File: src/rtl/usb_reg_frontend_pkg.sv
// usb_reg_frontend_pkg: shared constants for the USB register-bus front end
package usb_reg_frontend_pkg;
  localparam int SYNC_STAGES = 2;
  localparam logic STROBE_ACTIVE = 1'b0;
  localparam logic STROBE_IDLE = 1'b1;
  localparam logic [2:0] ST_IDLE     = 3'd0;
  localparam logic [2:0] ST_ADDR     = 3'd1;
  localparam logic [2:0] ST_WR_PULSE = 3'd2;
  localparam logic [2:0] ST_RD_REQ   = 3'd3;
  localparam logic [2:0] ST_RD_CAP   = 3'd4;
  localparam logic [2:0] ST_RD_HOLD  = 3'd5;
endpackage

File: src/rtl/usb_reg_frontend_if.sv
// usb_reg_frontend_if: register bus between the USB front end and register slaves
interface usb_reg_frontend_if #(
  parameter int pADDR_WIDTH   = 21,
  parameter int pBYTECNT_SIZE = 7
);
  logic [pADDR_WIDTH-pBYTECNT_SIZE-1:0] reg_address;
  logic [pBYTECNT_SIZE-1:0]             reg_bytecnt;
  logic                                 reg_addrvalid;
  logic [7:0]                           write_data;
  logic                                 reg_write;
  logic                                 reg_read;
  logic [7:0]                           read_data;
  modport master (
    output reg_address, reg_bytecnt, reg_addrvalid, write_data, reg_write, reg_read,
    input  read_data
  );
  modport slave (
    input  reg_address, reg_bytecnt, reg_addrvalid, write_data, reg_write, reg_read,
    output read_data
  );
endinterface

File: src/rtl/usb_strobe_sync.sv
// usb_strobe_sync: multi-bit synchroniser for active-low strobes, presets to inactive
module usb_strobe_sync
  import usb_reg_frontend_pkg::*;
#(
  parameter int WIDTH  = 4,
  parameter int STAGES = SYNC_STAGES
) (
  input  logic             usb_clk,
  input  logic             reset_n,
  input  logic [WIDTH-1:0] d,
  output logic [WIDTH-1:0] q
);
  logic [STAGES*WIDTH-1:0] sr;
  always_ff @(posedge usb_clk or negedge reset_n)
    if (!reset_n) sr <= '1;
    else sr <= {sr[(STAGES-1)*WIDTH-1:0], d};
  assign q = sr[STAGES*WIDTH-1 -: WIDTH];
endmodule

File: src/rtl/usb_reg_frontend.sv
// usb_reg_frontend: SAM3U external-memory bus to register-bus initiator
module usb_reg_frontend
  import usb_reg_frontend_pkg::*;
#(
  parameter int pADDR_WIDTH   = 21,
  parameter int pBYTECNT_SIZE = 7
) (
  input  logic                   usb_clk,
  input  logic                   reset_n,
  input  logic [pADDR_WIDTH-1:0] usb_addr,
  input  logic                   usb_alen,
  input  logic                   usb_cen,
  input  logic                   usb_rdn,
  input  logic                   usb_wrn,
  input  logic [7:0]             usb_din,
  output logic [7:0]             usb_dout,
  output logic                   usb_isout,
  output logic                   O_proto_err,
  usb_reg_frontend_if.master     reg_bus
);
  localparam int AW = pADDR_WIDTH - pBYTECNT_SIZE;
  logic alen_s, cen_s, rdn_s, wrn_s, rdn_q, wrn_q;
  logic [2:0] state, nxt;
  logic [AW-1:0] addr;
  logic [pBYTECNT_SIZE-1:0] base, ofs;
  logic valid, inc;
  logic [7:0] wdata;
  usb_strobe_sync #(.WIDTH(4)) u_sync (
    .usb_clk (usb_clk),
    .reset_n (reset_n),
    .d       ({usb_alen, usb_cen, usb_rdn, usb_wrn}),
    .q       ({alen_s, cen_s, rdn_s, wrn_s})
  );
  wire cen_hi   = cen_s == STROBE_IDLE;
  wire latch    = alen_s == STROBE_ACTIVE && !cen_hi && (state == ST_IDLE || state == ST_ADDR);
  wire both_low = rdn_s == STROBE_ACTIVE && wrn_s == STROBE_ACTIVE;
  wire wr_fall  = wrn_q == STROBE_IDLE && wrn_s == STROBE_ACTIVE;
  wire rd_fall  = rdn_q == STROBE_IDLE && rdn_s == STROBE_ACTIVE;
  wire rdn_hi   = rdn_s == STROBE_IDLE;
  // cen high always wins: any strobe already issued still completes, nothing new starts
  always_comb begin
    nxt = state;
    inc = 1'b0;
    case (state)
      ST_IDLE:     nxt = latch ? ST_ADDR : ST_IDLE;
      ST_ADDR:     nxt = cen_hi ? ST_IDLE : (latch || both_low) ? ST_ADDR :
                         wr_fall ? ST_WR_PULSE : rd_fall ? ST_RD_REQ : ST_ADDR;
      ST_WR_PULSE: begin
        nxt = cen_hi ? ST_IDLE : ST_ADDR;
        inc = !cen_hi;
      end
      ST_RD_REQ:   nxt = cen_hi ? ST_IDLE : ST_RD_CAP;
      ST_RD_CAP:   nxt = cen_hi ? ST_IDLE : ST_RD_HOLD;
      ST_RD_HOLD:  begin
        nxt = cen_hi ? ST_IDLE : rdn_hi ? ST_ADDR : ST_RD_HOLD;
        inc = !cen_hi && rdn_hi;
      end
      default:     nxt = ST_IDLE;
    endcase
  end
  always_ff @(posedge usb_clk or negedge reset_n)
    if (!reset_n) begin
      state       <= ST_IDLE;
      rdn_q       <= STROBE_IDLE;
      wrn_q       <= STROBE_IDLE;
      addr        <= '0;
      base        <= '0;
      ofs         <= '0;
      valid       <= 1'b0;
      wdata       <= '0;
      usb_dout    <= '0;
      O_proto_err <= 1'b0;
    end else begin
      state <= nxt;
      rdn_q <= rdn_s;
      wrn_q <= wrn_s;
      if (latch) begin
        addr <= usb_addr[pADDR_WIDTH-1:pBYTECNT_SIZE];
        base <= usb_addr[pBYTECNT_SIZE-1:0];
        ofs  <= '0;
      end else if (inc) ofs <= ofs + pBYTECNT_SIZE'(1);
      valid <= cen_hi ? 1'b0 : latch ? 1'b1 : valid;
      if (nxt == ST_WR_PULSE && state == ST_ADDR) wdata <= usb_din;
      if (state == ST_RD_CAP) usb_dout <= reg_bus.read_data;
      if (state == ST_ADDR && !cen_hi && both_low) O_proto_err <= 1'b1;
    end
  assign usb_isout             = state == ST_RD_REQ || state == ST_RD_CAP || state == ST_RD_HOLD;
  assign reg_bus.reg_address   = addr;
  assign reg_bus.reg_bytecnt   = base + ofs;
  assign reg_bus.reg_addrvalid = valid;
  assign reg_bus.write_data    = wdata;
  assign reg_bus.reg_write     = state == ST_WR_PULSE;
  assign reg_bus.reg_read      = state == ST_RD_REQ;
endmodule

File: src/flat_wrapper.sv
// flat-port wrapper written by rule: the top's interface ports become plain ports
module usb_reg_frontend_flat import usb_reg_frontend_pkg::*;
#(
  parameter int pADDR_WIDTH   = 21,
  parameter int pBYTECNT_SIZE = 7
)
  (usb_clk, reset_n, usb_addr, usb_alen, usb_cen, usb_rdn, usb_wrn, usb_din, usb_dout, usb_isout, O_proto_err, reg_bus_reg_address, reg_bus_reg_bytecnt, reg_bus_reg_addrvalid, reg_bus_write_data, reg_bus_reg_write, reg_bus_reg_read, reg_bus_read_data);
  usb_reg_frontend_if #(.pADDR_WIDTH(pADDR_WIDTH), .pBYTECNT_SIZE(pBYTECNT_SIZE)) reg_bus_i ();
  input  logic usb_clk;
  input  logic reset_n;
  input  logic [pADDR_WIDTH-1:0] usb_addr;
  input  logic usb_alen;
  input  logic usb_cen;
  input  logic usb_rdn;
  input  logic usb_wrn;
  input  logic [7:0] usb_din;
  output logic [7:0] usb_dout;
  output logic usb_isout;
  output logic O_proto_err;
  output wire logic [$bits(reg_bus_i.reg_address)-1:0] reg_bus_reg_address;
  output wire logic [$bits(reg_bus_i.reg_bytecnt)-1:0] reg_bus_reg_bytecnt;
  output wire logic [$bits(reg_bus_i.reg_addrvalid)-1:0] reg_bus_reg_addrvalid;
  output wire logic [$bits(reg_bus_i.write_data)-1:0] reg_bus_write_data;
  output wire logic [$bits(reg_bus_i.reg_write)-1:0] reg_bus_reg_write;
  output wire logic [$bits(reg_bus_i.reg_read)-1:0] reg_bus_reg_read;
  input wire logic [$bits(reg_bus_i.read_data)-1:0] reg_bus_read_data;
  assign reg_bus_reg_address = reg_bus_i.reg_address;
  assign reg_bus_reg_bytecnt = reg_bus_i.reg_bytecnt;
  assign reg_bus_reg_addrvalid = reg_bus_i.reg_addrvalid;
  assign reg_bus_write_data = reg_bus_i.write_data;
  assign reg_bus_reg_write = reg_bus_i.reg_write;
  assign reg_bus_reg_read = reg_bus_i.reg_read;
  assign reg_bus_i.read_data = reg_bus_read_data;
  usb_reg_frontend #(.pADDR_WIDTH(pADDR_WIDTH), .pBYTECNT_SIZE(pBYTECNT_SIZE)) u_core (.usb_clk(usb_clk), .reset_n(reset_n), .usb_addr(usb_addr), .usb_alen(usb_alen), .usb_cen(usb_cen), .usb_rdn(usb_rdn), .usb_wrn(usb_wrn), .usb_din(usb_din), .usb_dout(usb_dout), .usb_isout(usb_isout), .O_proto_err(O_proto_err), .reg_bus(reg_bus_i));
endmodule
File: config.mk
export PLATFORM = sky130hd
export DESIGN_NAME = usb_reg_frontend_flat
export DESIGN_NICKNAME = d
export VERILOG_FILES = /design/src/rtl/usb_reg_frontend_pkg.sv /design/src/rtl/usb_reg_frontend_if.sv /design/src/rtl/usb_strobe_sync.sv /design/src/rtl/usb_reg_frontend.sv /design/src/flat_wrapper.sv
export SDC_FILE = /design/constraint.sdc
export NUM_CORES = 1
export LEC_CHECK = 0
export ABC_AREA = 1
export CAP_MARGIN = 20
export CELL_PAD_IN_SITES_DETAIL_PLACEMENT = 0
export CELL_PAD_IN_SITES_GLOBAL_PLACEMENT = 1
export CORE_MARGIN = 2
export CORE_UTILIZATION = 34
export DETAILED_ROUTE_END_ITERATION = 12
export PLACE_DENSITY_LB_ADDON = 0.12
export SETUP_SLACK_MARGIN = 0.5
export SKIP_LAST_GASP = 1
export SLEW_MARGIN = 20
export SYNTH_ARGS = -nofsm -noshare
export SYNTH_HDL_FRONTEND = slang
export SYNTH_SLANG_ARGS = --single-unit
export TNS_END_PERCENT = 30
File: constraint.sdc
create_clock -name usb_clk -period 2.24 [get_ports usb_clk]
set_input_delay 0.448 -clock usb_clk [delete_from_list [all_inputs] [get_ports usb_clk]]
set_output_delay 0.448 -clock usb_clk [all_outputs]
set_load 0.05 [all_outputs]
Word-level counts from Yosys, hierarchy flattened --
Cells that the tools add are included.
Storage, ports and cells: logic and storage cells 55, output and inout bits 42, input port bits 43, flip-flop bits (word level) 59
Cells by class: bitwise logic cells 3, equality and inequality tests 6, multiplexer cells 16, add/subtract/negate cells 2, reductions and logical operators 17
Operator list (number):
- $mux 3 | 7
- $pmux 3 s6 | 1
- $mux 7 | 2
- $eq 3x2->1 const B | 3
- $logic_and 1x1->1 | 9
- $add 7x1->7 const B | 1
- $add 7x7->7 | 1
- $eq 3x3->1 const B | 2
- $logic_or 1x1->1 | 4
- $mux 1 | 4
- $reduce_bool 2->1 | 2
- $eq 3x1->1 const B | 1
- $logic_not 3->1 | 1
- $not 1->1 | 3
- $mux 2 | 1
- $pmux 1 s2 | 1
- $logic_not 1->1 | 1

Logic depth before layout (Yosys ltp) --
Gate-level depths: netlist of the first run.
word-level depth 9, gate-level depth with buffers 9, depth with buffers taken out 8

Cells and area by module --
A second synthesis of the first run with hierarchy kept.
Second synthesis, totals: cells, all modules 291, area total of the unflattened synthesis 2728.9 um2
By module, submodules not included:
- usb_reg_frontend | times used 1, area each 2488.6 um2, sequential area each 1278.7 um2, cells each 279
- usb_strobe_sync | times used 1, area each 240.2 um2, sequential area each 210.2 um2, cells each 12

Least setup slack after synthesis of the first run --
OpenSTA, ideal clock, no wires.
path type register -> output, start register u_core.ofs[0], end output reg_bus_reg_bytecnt[6], buffers on the path 0, required time 1792 ps, arrival time 2022 ps, stages on the path, launching flop included 8, setup slack -230 ps, cells stage by stage dfrtp_1 ha_1 inv_1 fa_1 inv_1 nand4_1 nand3_1 xor2_1
Between the ends: cells in the longest elaborated chain, start to end 1
Ends and longest elaborated chain:
- from (decl) | line usb_reg_frontend.sv:25 | logic [pBYTECNT_SIZE-1:0] base, ofs;
- from (signal assigned) | line usb_reg_frontend.sv:81 | end else if (inc) ofs <= ofs + pBYTECNT_SIZE'(1);
- $add 7x7->7 | line usb_reg_frontend.sv:89 | assign reg_bus.reg_bytecnt = base + ofs;
- to (decl) | line flat_wrapper.sv:21 | output wire logic [$bits(reg_bus_i.reg_bytecnt)-1:0] reg_bus_reg_bytecnt;
Every way passes these cells.

Worst setup path in the final report of the first run --
Same ends and word-level chain as after synthesis.

==> results of run 1 <==
power by group through the flow:
stage          registers, µW  logic [µW]  clock network [µW]
2_1_floorplan           1940         364                   0
3_3_place_gp            1380        1490                   0
3_5_place_dp            1390        1500                   0
4_1_cts                 1370        1520                 971
5_1_grt                 1400        1600                1020
6_report                1370        1510                 943
stage by stage:
| stage | cells | hold WS, ps | utilization, % |
|---|---|---|---|
| 2_1_floorplan | 282 | 152.4 | - |
| 3_3_place_gp | 467 | 345.7 | 49.66 |
| 3_5_place_dp | 467 | 346.8 | 49.66 |
| 4_1_cts | 492 | 145.0 | 53.91 |
| 5_1_grt | 494 | 174.1 | 54.23 |
| 6_report | 494 | 131.8 | 54.23 |
timing repair:
action / CTS / global route
pin swaps: 9 / 4
hold buffers: 0 / 0
setup endpoints to repair: 42 / 35
resized for setup: 20 / 4
buffers inserted: 9 / 2
hold endpoints to repair: 0 / 0
worst paths after layout:
check | slack (ps) | cells after the start | end
min in group usb_clk | 360 | 0 | u_core.u_sync.sr[4]
min | 130 | 1 | u_core.reg_bus.reg_address[1]
max in group asynchronous | 1520 | 2 | u_core.ofs[3]
min reg2reg | 360 | 0 | u_core.u_sync.sr[4]
max | -80 | 8 | reg_bus_reg_bytecnt[6]
max reg2reg | 690 | 7 | u_core.ofs[5]
sequential cells by signal, summed over array words and instances, names as in the netlist:
| name | flops |
|---|---|
| u_core.reg_bus.reg_address | 14 |
| u_core.reg_bus.write_data | 8 |
| u_core.u_sync.sr | 8 |
| u_core.usb_dout | 8 |
| u_core.base | 7 |
| u_core.ofs | 7 |
| u_core.state | 3 |
| u_core.O_proto_err | 1 |
| u_core.rdn_q | 1 |
| u_core.reg_bus.reg_addrvalid | 1 |
| u_core.wrn_q | 1 |
final cells by class:
type                            count  area [µm²]
Clock buffer                        9       123.9
Clock inverter                      7       68.82
Fill cell                         715        3518
Inverter                           27       106.4
Multi-Input combinational cell    190        1216
Sequential cell                    59        1493
Tap cell                          102       127.6
Timing Repair Buffer              100        1033
per-layer routing:
metal | routed length, µm | vias to the layer above | track usage [%] | part of all wire (%)
met3 | 338 | 5 | 4.915 | 5.5
met1 | 2865 | 1012 | 20.47 | 46
met4 | 61 | 0 | 6.250 | 0.99
li1 | - | 1122 | - | -
met2 | 2906 | 54 | 23.85 | 47
met5 | 0 | - | 0 | 0
cells by family (layout without fill, tap and decap cells):
kind of cell             count (synthesis)  count (layout)
AO/OA/AOI/OAI                           18              18
adder cells (fa/ha/maj)                  8               8
flip-flops                              59              59
XOR/XNOR                                 7               7
multiplexers                             8               8
AND/OR/NAND/NOR                        149             149
buffers and inverters                   33             143
cell usage in the layout (no fill, tap or decap), types with 8 or more instances in the layout:
cell / netlist / layout
dfstp_2: 10 / 10
clkdlybuf4s50_1: 0 / 63
clkbuf_8: 0 / 9
nand2_1: 102 / 102
buf_4: 1 / 18
buf_12: 0 / 8
nand3_1: 12 / 10
nand4_1: 16 / 16
mux2_2: 8 / 8
inv_1: 22 / 19
dfrtp_1: 49 / 46
==> out/qor.txt, run 1 <==
Ys Warns -> 0
Count of flip-flops with a built-in enable after synthesis -> 0
DRT iter0 DRCs -> 61
Sequential share of power -> 35.9%
First-pass GRT wire length -> 10510 µm
Die W -> 92.99 µm
Setup ws final -> -77.46 ps
Top FF cell, synth -> dfrtp_1
Synth Instances -> 282
Critical path's top delay family -> adder cells
Vias per cell -> 4.439
Final setup fails -> 1
Max frequency -> 431.5 MHz
Final WL -> 6172 µm
Synth Register Bits -> 59
RD Place Congestion -> 0.7666
Top post-synthesis cells by area -> dfrtp_1 (46%), nand2_1 (14%), dfstp_2 (9.8%)
Failing checks -> negative setup slack
I/O pin count -> 85
IO buf count -> 84
Post-synth ARST share -> 100.0%
# DRC -> 0
Final hold vios -> 0
Worst setup SP type -> register
Yosys top cell by area -> dfrtp_1
Worst EP required -> 1790 ps
Peak VDD IR -> 0.4164 mV
Post-Syn Area -> 2693 µm²
Die H -> 92.99 µm
Seq/Total Area, Yosys -> 55.30%
Total number of vias -> 2193
Dpl cell area -> 3817 µm²
RSZ-0062 raised after global routing -> yes
Sw power -> 1492 µW
Post-layout power -> 3819 µW
Top-area cell type share of the netlist area -> 45.54%
Clk Latency, worst-skew pair -> 340 ps
Antenna violations before repair -> 0
WS Path Type -> reg2out
Net Count, Synth -> 333
Maxcap violations -> 0
DR pass1 iterations -> 4
Area delta synth->final -> 54.83%
Number of diodes -> 0
Critical Path Sink Type -> output port
Critical path peak fanout -> 2
Cell Chain, Critical Path -> ha_2 > inv_2 > fa_2 > inv_2 > nand4_1 > nand3_2 > xor2_4 > buf_12
Clock sinks -> 59
Core area -> 7687 µm²
CTS Buf Count -> 9
R2R Path Start -> u_core.u_sync.sr[6]
Count leader, synth -> nand2_1
Clock Tree Root -> clkbuf_8
Total GRT Usage -> 15.54%
Pwr per Cell Area -> 915.9 nW/µm²
Post-Synth Simple-Gate Area -> 25.84%
Crit path top cell by count -> inv_2
P_int -> 2327 µW
Combinational family with the most area after synthesis -> simple AND/OR/NAND/NOR gates
ANT nets after route -> 0
Slew Viols, Final -> 0
DIE AREA -> 8647 µm²
GR Overflow Total -> 0
Status -> finished with violations
Final Skew -> 12.62 ps
Mux cell area share after synthesis -> 3.346%
Number of global-route vias before repair -> 2265
Rows -> 32
Least-Margin Pin Slew -> 640.2 ps
Count of cell types in the netlist -> 30
Commonest cells in the netlist -> nand2_1 (102), dfrtp_1 (49), inv_1 (22), nand4_1 (16), nand3_1 (12)
Post-DP HPWL -> 4347 µm
CTS tree -> built
Combinational share of power -> 39.4%
Largest net degree at the start of global routing -> 29
Adder-cell share of the synthesized area -> 3.996%
Initial Util -> 35.03%
Hold/Removal Path Class -> in2async
Proportion of layout cells with a drive suffix above 1 -> 25.26%
Final Critical Period -> 2317 ps
Crit path arrival time -> 1870 ps
Max-slew headroom -> 57.32%
Clock buffer depth -> 2
DR WL/cell -> 12.49 µm
Clock power share -> 24.7%
Avg Inst Size Synth -> 9.548 µm²
Leakage power -> 0.002067 µW
Critical Path Max Stage Delay -> 360 ps
Critical-path top delay cell -> dfrtp_1
Compound-Gate Fraction of Synth Area -> 3.857%
Clock transition at path regs -> 60 ps
Post-Synth XOR/XNOR Area -> 2.277%
Pre-CTS worst setup slack -> 98.22 ps
Sw Ratio -> 39.06%
Critical path startpoint -> u_core.ofs[0]
Layout Nets -> 438
Fin area -> 4169 µm²
Buffers and inverters on the worst path -> 3
# H-tree levels -> 3
Crit share post-route -> 103.5%
Setup TNS -> -77.46 ps
No activity file was read; power rests on OpenSTA's default activity.
==> run 2, diff against run 1 <==
Settings changed: HOLD_SLACK_MARGIN set to 0.03, MAX_ROUTING_LAYER set to met4.
==> run 2 against run 1 <==
Compared with the run above:
- the run still ends with negative setup slack left
- sequential share of layout area did not move
- clock skew hardly changed
- global-route usage grew 0.45 points
- total power barely moved
- register-to-register slack barely moved
- cell count did not move
- count of clock-buffer cells in the layout is the same
- via count fell by 0.41%
- first-iteration DRC count is the same
- core utilization did not move
- routed wire length shrank 0.86%
==> out/qor.txt, run 2 (synthesis gave the netlist of run 1 again) <==
Number of diodes -> 0 (unchanged)
Final Skew -> 12.56 ps (-0.05610 ps)
Core area -> 7687 µm² (unchanged)
First-pass GRT wire length -> 10520 µm (about the same)
# H-tree levels -> 3 (unchanged)
Final hold vios -> 0 (unchanged)
Status -> finished with violations
Pwr per Cell Area -> 916.0 nW/µm² (about the same)
Critical Path Sink Type -> output port
Maxcap violations -> 0 (unchanged)
Clock buffer depth -> 2 (unchanged)
Number of global-route vias before repair -> 2263 (-0.088%)
Fill count -> 712 (-0.42%)
Worst EP required -> 1790 ps (about the same)
Initial Util -> 35.03% (unchanged)
Total GRT Usage -> 15.99% (+0.45 points)
Critical path peak fanout -> 2 (unchanged)
Largest register FFs -> 14 (unchanged)
Hold/Removal Path Class -> in2async
# DRC -> 0 (unchanged)
Area delta synth->final -> 54.83% (unchanged)
Clk Latency, worst-skew pair -> 340 ps (about the same)
Rows -> 32 (unchanged)
CTS tree -> built
DR WL/cell -> 12.39 µm (-0.86%)
Non-Filler Instances -> 494 (unchanged)
RR Endpoint -> u_core.ofs[5]
Crit path to -> reg_bus_reg_bytecnt[6]
DR pass1 iterations -> 4 (unchanged)
Max frequency -> 432.0 MHz (+0.12%)
Most common cell after layout, fill and taps aside -> nand2_1
FF-to-FF setup slack -> 690 ps (about the same)
Antenna violations before repair -> 0 (unchanged)
GR Overflow Total -> 0 (unchanged)
Crit share post-route -> 103.3% (-0.13 points)
Leakage power -> 0.002067 µW (unchanged)
Worst setup SP type -> register
R2R Path Start -> u_core.u_sync.sr[6]
Critical path startpoint -> u_core.ofs[0]
CTS Buf Count -> 9 (unchanged)
Slew Viols, Final -> 0 (unchanged)
Multi-input gate area -> 1216 µm² (unchanged)
Vias per cell -> 4.421 (-0.41%)
Pre-CTS worst setup slack -> 98.22 ps (unchanged)
Peak VDD IR -> 0.4167 mV (about the same)
Clock Tree Root -> clkbuf_8
DIE AREA -> 8647 µm² (unchanged)
# placed instances -> 467 (unchanged)
Largest net degree at the start of global routing -> 29 (unchanged)
I/O pin count -> 85 (unchanged)
Max-slew headroom -> 57.32% (about the same)
Reg2Reg Depth -> 7 (unchanged)
Commonest non-fill, non-tap cells in the layout -> nand2_1 (102), clkdlybuf4s50_1 (63), dfrtp_1 (46), inv_1 (19), buf_4 (18)
Proportion of layout cells with a drive suffix above 1 -> 25.26% (unchanged)
Die H -> 92.99 µm (unchanged)
Final setup fails -> 1 (unchanged)
Failing checks -> negative setup slack
Die W -> 92.99 µm (unchanged)
Post-DP HPWL -> 4347 µm (unchanged)
Total number of vias -> 2184 (-0.41%)
Final WL -> 6119 µm (-0.86%)
Post-route core utilization -> 54.23% (unchanged)
DRT iter0 DRCs -> 61 (unchanged)
RSZ-0062 raised after global routing -> yes
Layout Nets -> 438 (unchanged)
ANT nets after route -> 0 (unchanged)
Setup TNS -> -74.65 ps (+2.804 ps)
Least-Margin Pin Slew -> 640.3 ps (+0.04786 ps)
Final Critical Period -> 2315 ps (-2.804 ps)
Crit path arrival time -> 1870 ps (about the same)
WS Path Type -> reg2out
Setup ws final -> -74.65 ps (+2.804 ps)
RD Place Congestion -> 0.7768 (+1.3%)
Sequential cell area -> 1493 µm² (unchanged)
Clock sinks -> 59 (unchanged)
IO buf count -> 84 (unchanged)
Clock transition at path regs -> 60 ps (about the same)
-- run 2: cell counts in the layout (fill, tap and decap cells not counted) --
Identical to the previous run, type by type.
-- run 2: cell type report --
class | count | share of cell area, %
Timing Repair Buffer | 100 | 24.79
Inverter | 27 | 2.551
Sequential cell | 59 | 35.80
Tap cell | 102 | 3.061
Clock inverter | 7 | 1.651
Clock buffer | 9 | 2.971
Multi-Input combinational cell | 190 | 29.17
-- run 2: repair_timing --
item                       CTS  global route
buffers inserted             9             2
gates resized for setup     20             4
pin swaps                    9             4
setup endpoints to repair   42            35
hold buffers                 0             0
-- run 2: worst max-delay path, cell delays in order (launching register included) --
cell and delay [ps]:
dfrtp_1 360, ha_2 190, inv_2 40, fa_2 340
inv_2 90, nand4_1 90, nand3_2 120, xor2_4 170
buf_12 150
-- run 2: how the worst min path moves through the flow --
stage / startpoint / slack [ps] / cells past startpoint / end
after floorplan: reset_n / 150 / 0 / u_core.O_proto_err
after global placement: u_core.u_sync.sr[1] / 350 / 0 / u_core.u_sync.sr[5]
after detailed placement: u_core.u_sync.sr[0] / 350 / 0 / u_core.u_sync.sr[4]
after CTS: reset_n / 140 / 1 / u_core.usb_dout[3]
after global routing: reset_n / 170 / 1 / u_core.reg_bus.reg_address[1]
final: reset_n / 130 / 1 / u_core.reg_bus.reg_address[1]
-- run 2: metrics by stage --
step           area [µm²]  hold WS (ps)  power (µW)
2_1_floorplan        2780         152.4        2307
3_3_place_gp         3817         345.7        2877
3_5_place_dp         3817         346.8        2887
4_1_cts              4144         145.0        3865
5_1_grt              4169         174.1        4016
6_report             4169         130.2        3819
-- run 2: report_power, final --
part           switching [µW]  internal (µW)  total, µW  leakage (µW)
Clock                     435            509        943     0.0000950
Sequential                105           1260       1370      0.000707
Combinational             952            555       1510       0.00126
-- run 2: routing by layer --
| metal | share of wire (%) | track usage [%] |
|---|---|---|
| met5 | 0 | - |
| met3 | 4.9 | 4.593 |
| met1 | 47 | 20.73 |
| met4 | 1.0 | 6.250 |
| met2 | 47 | 23.85 |
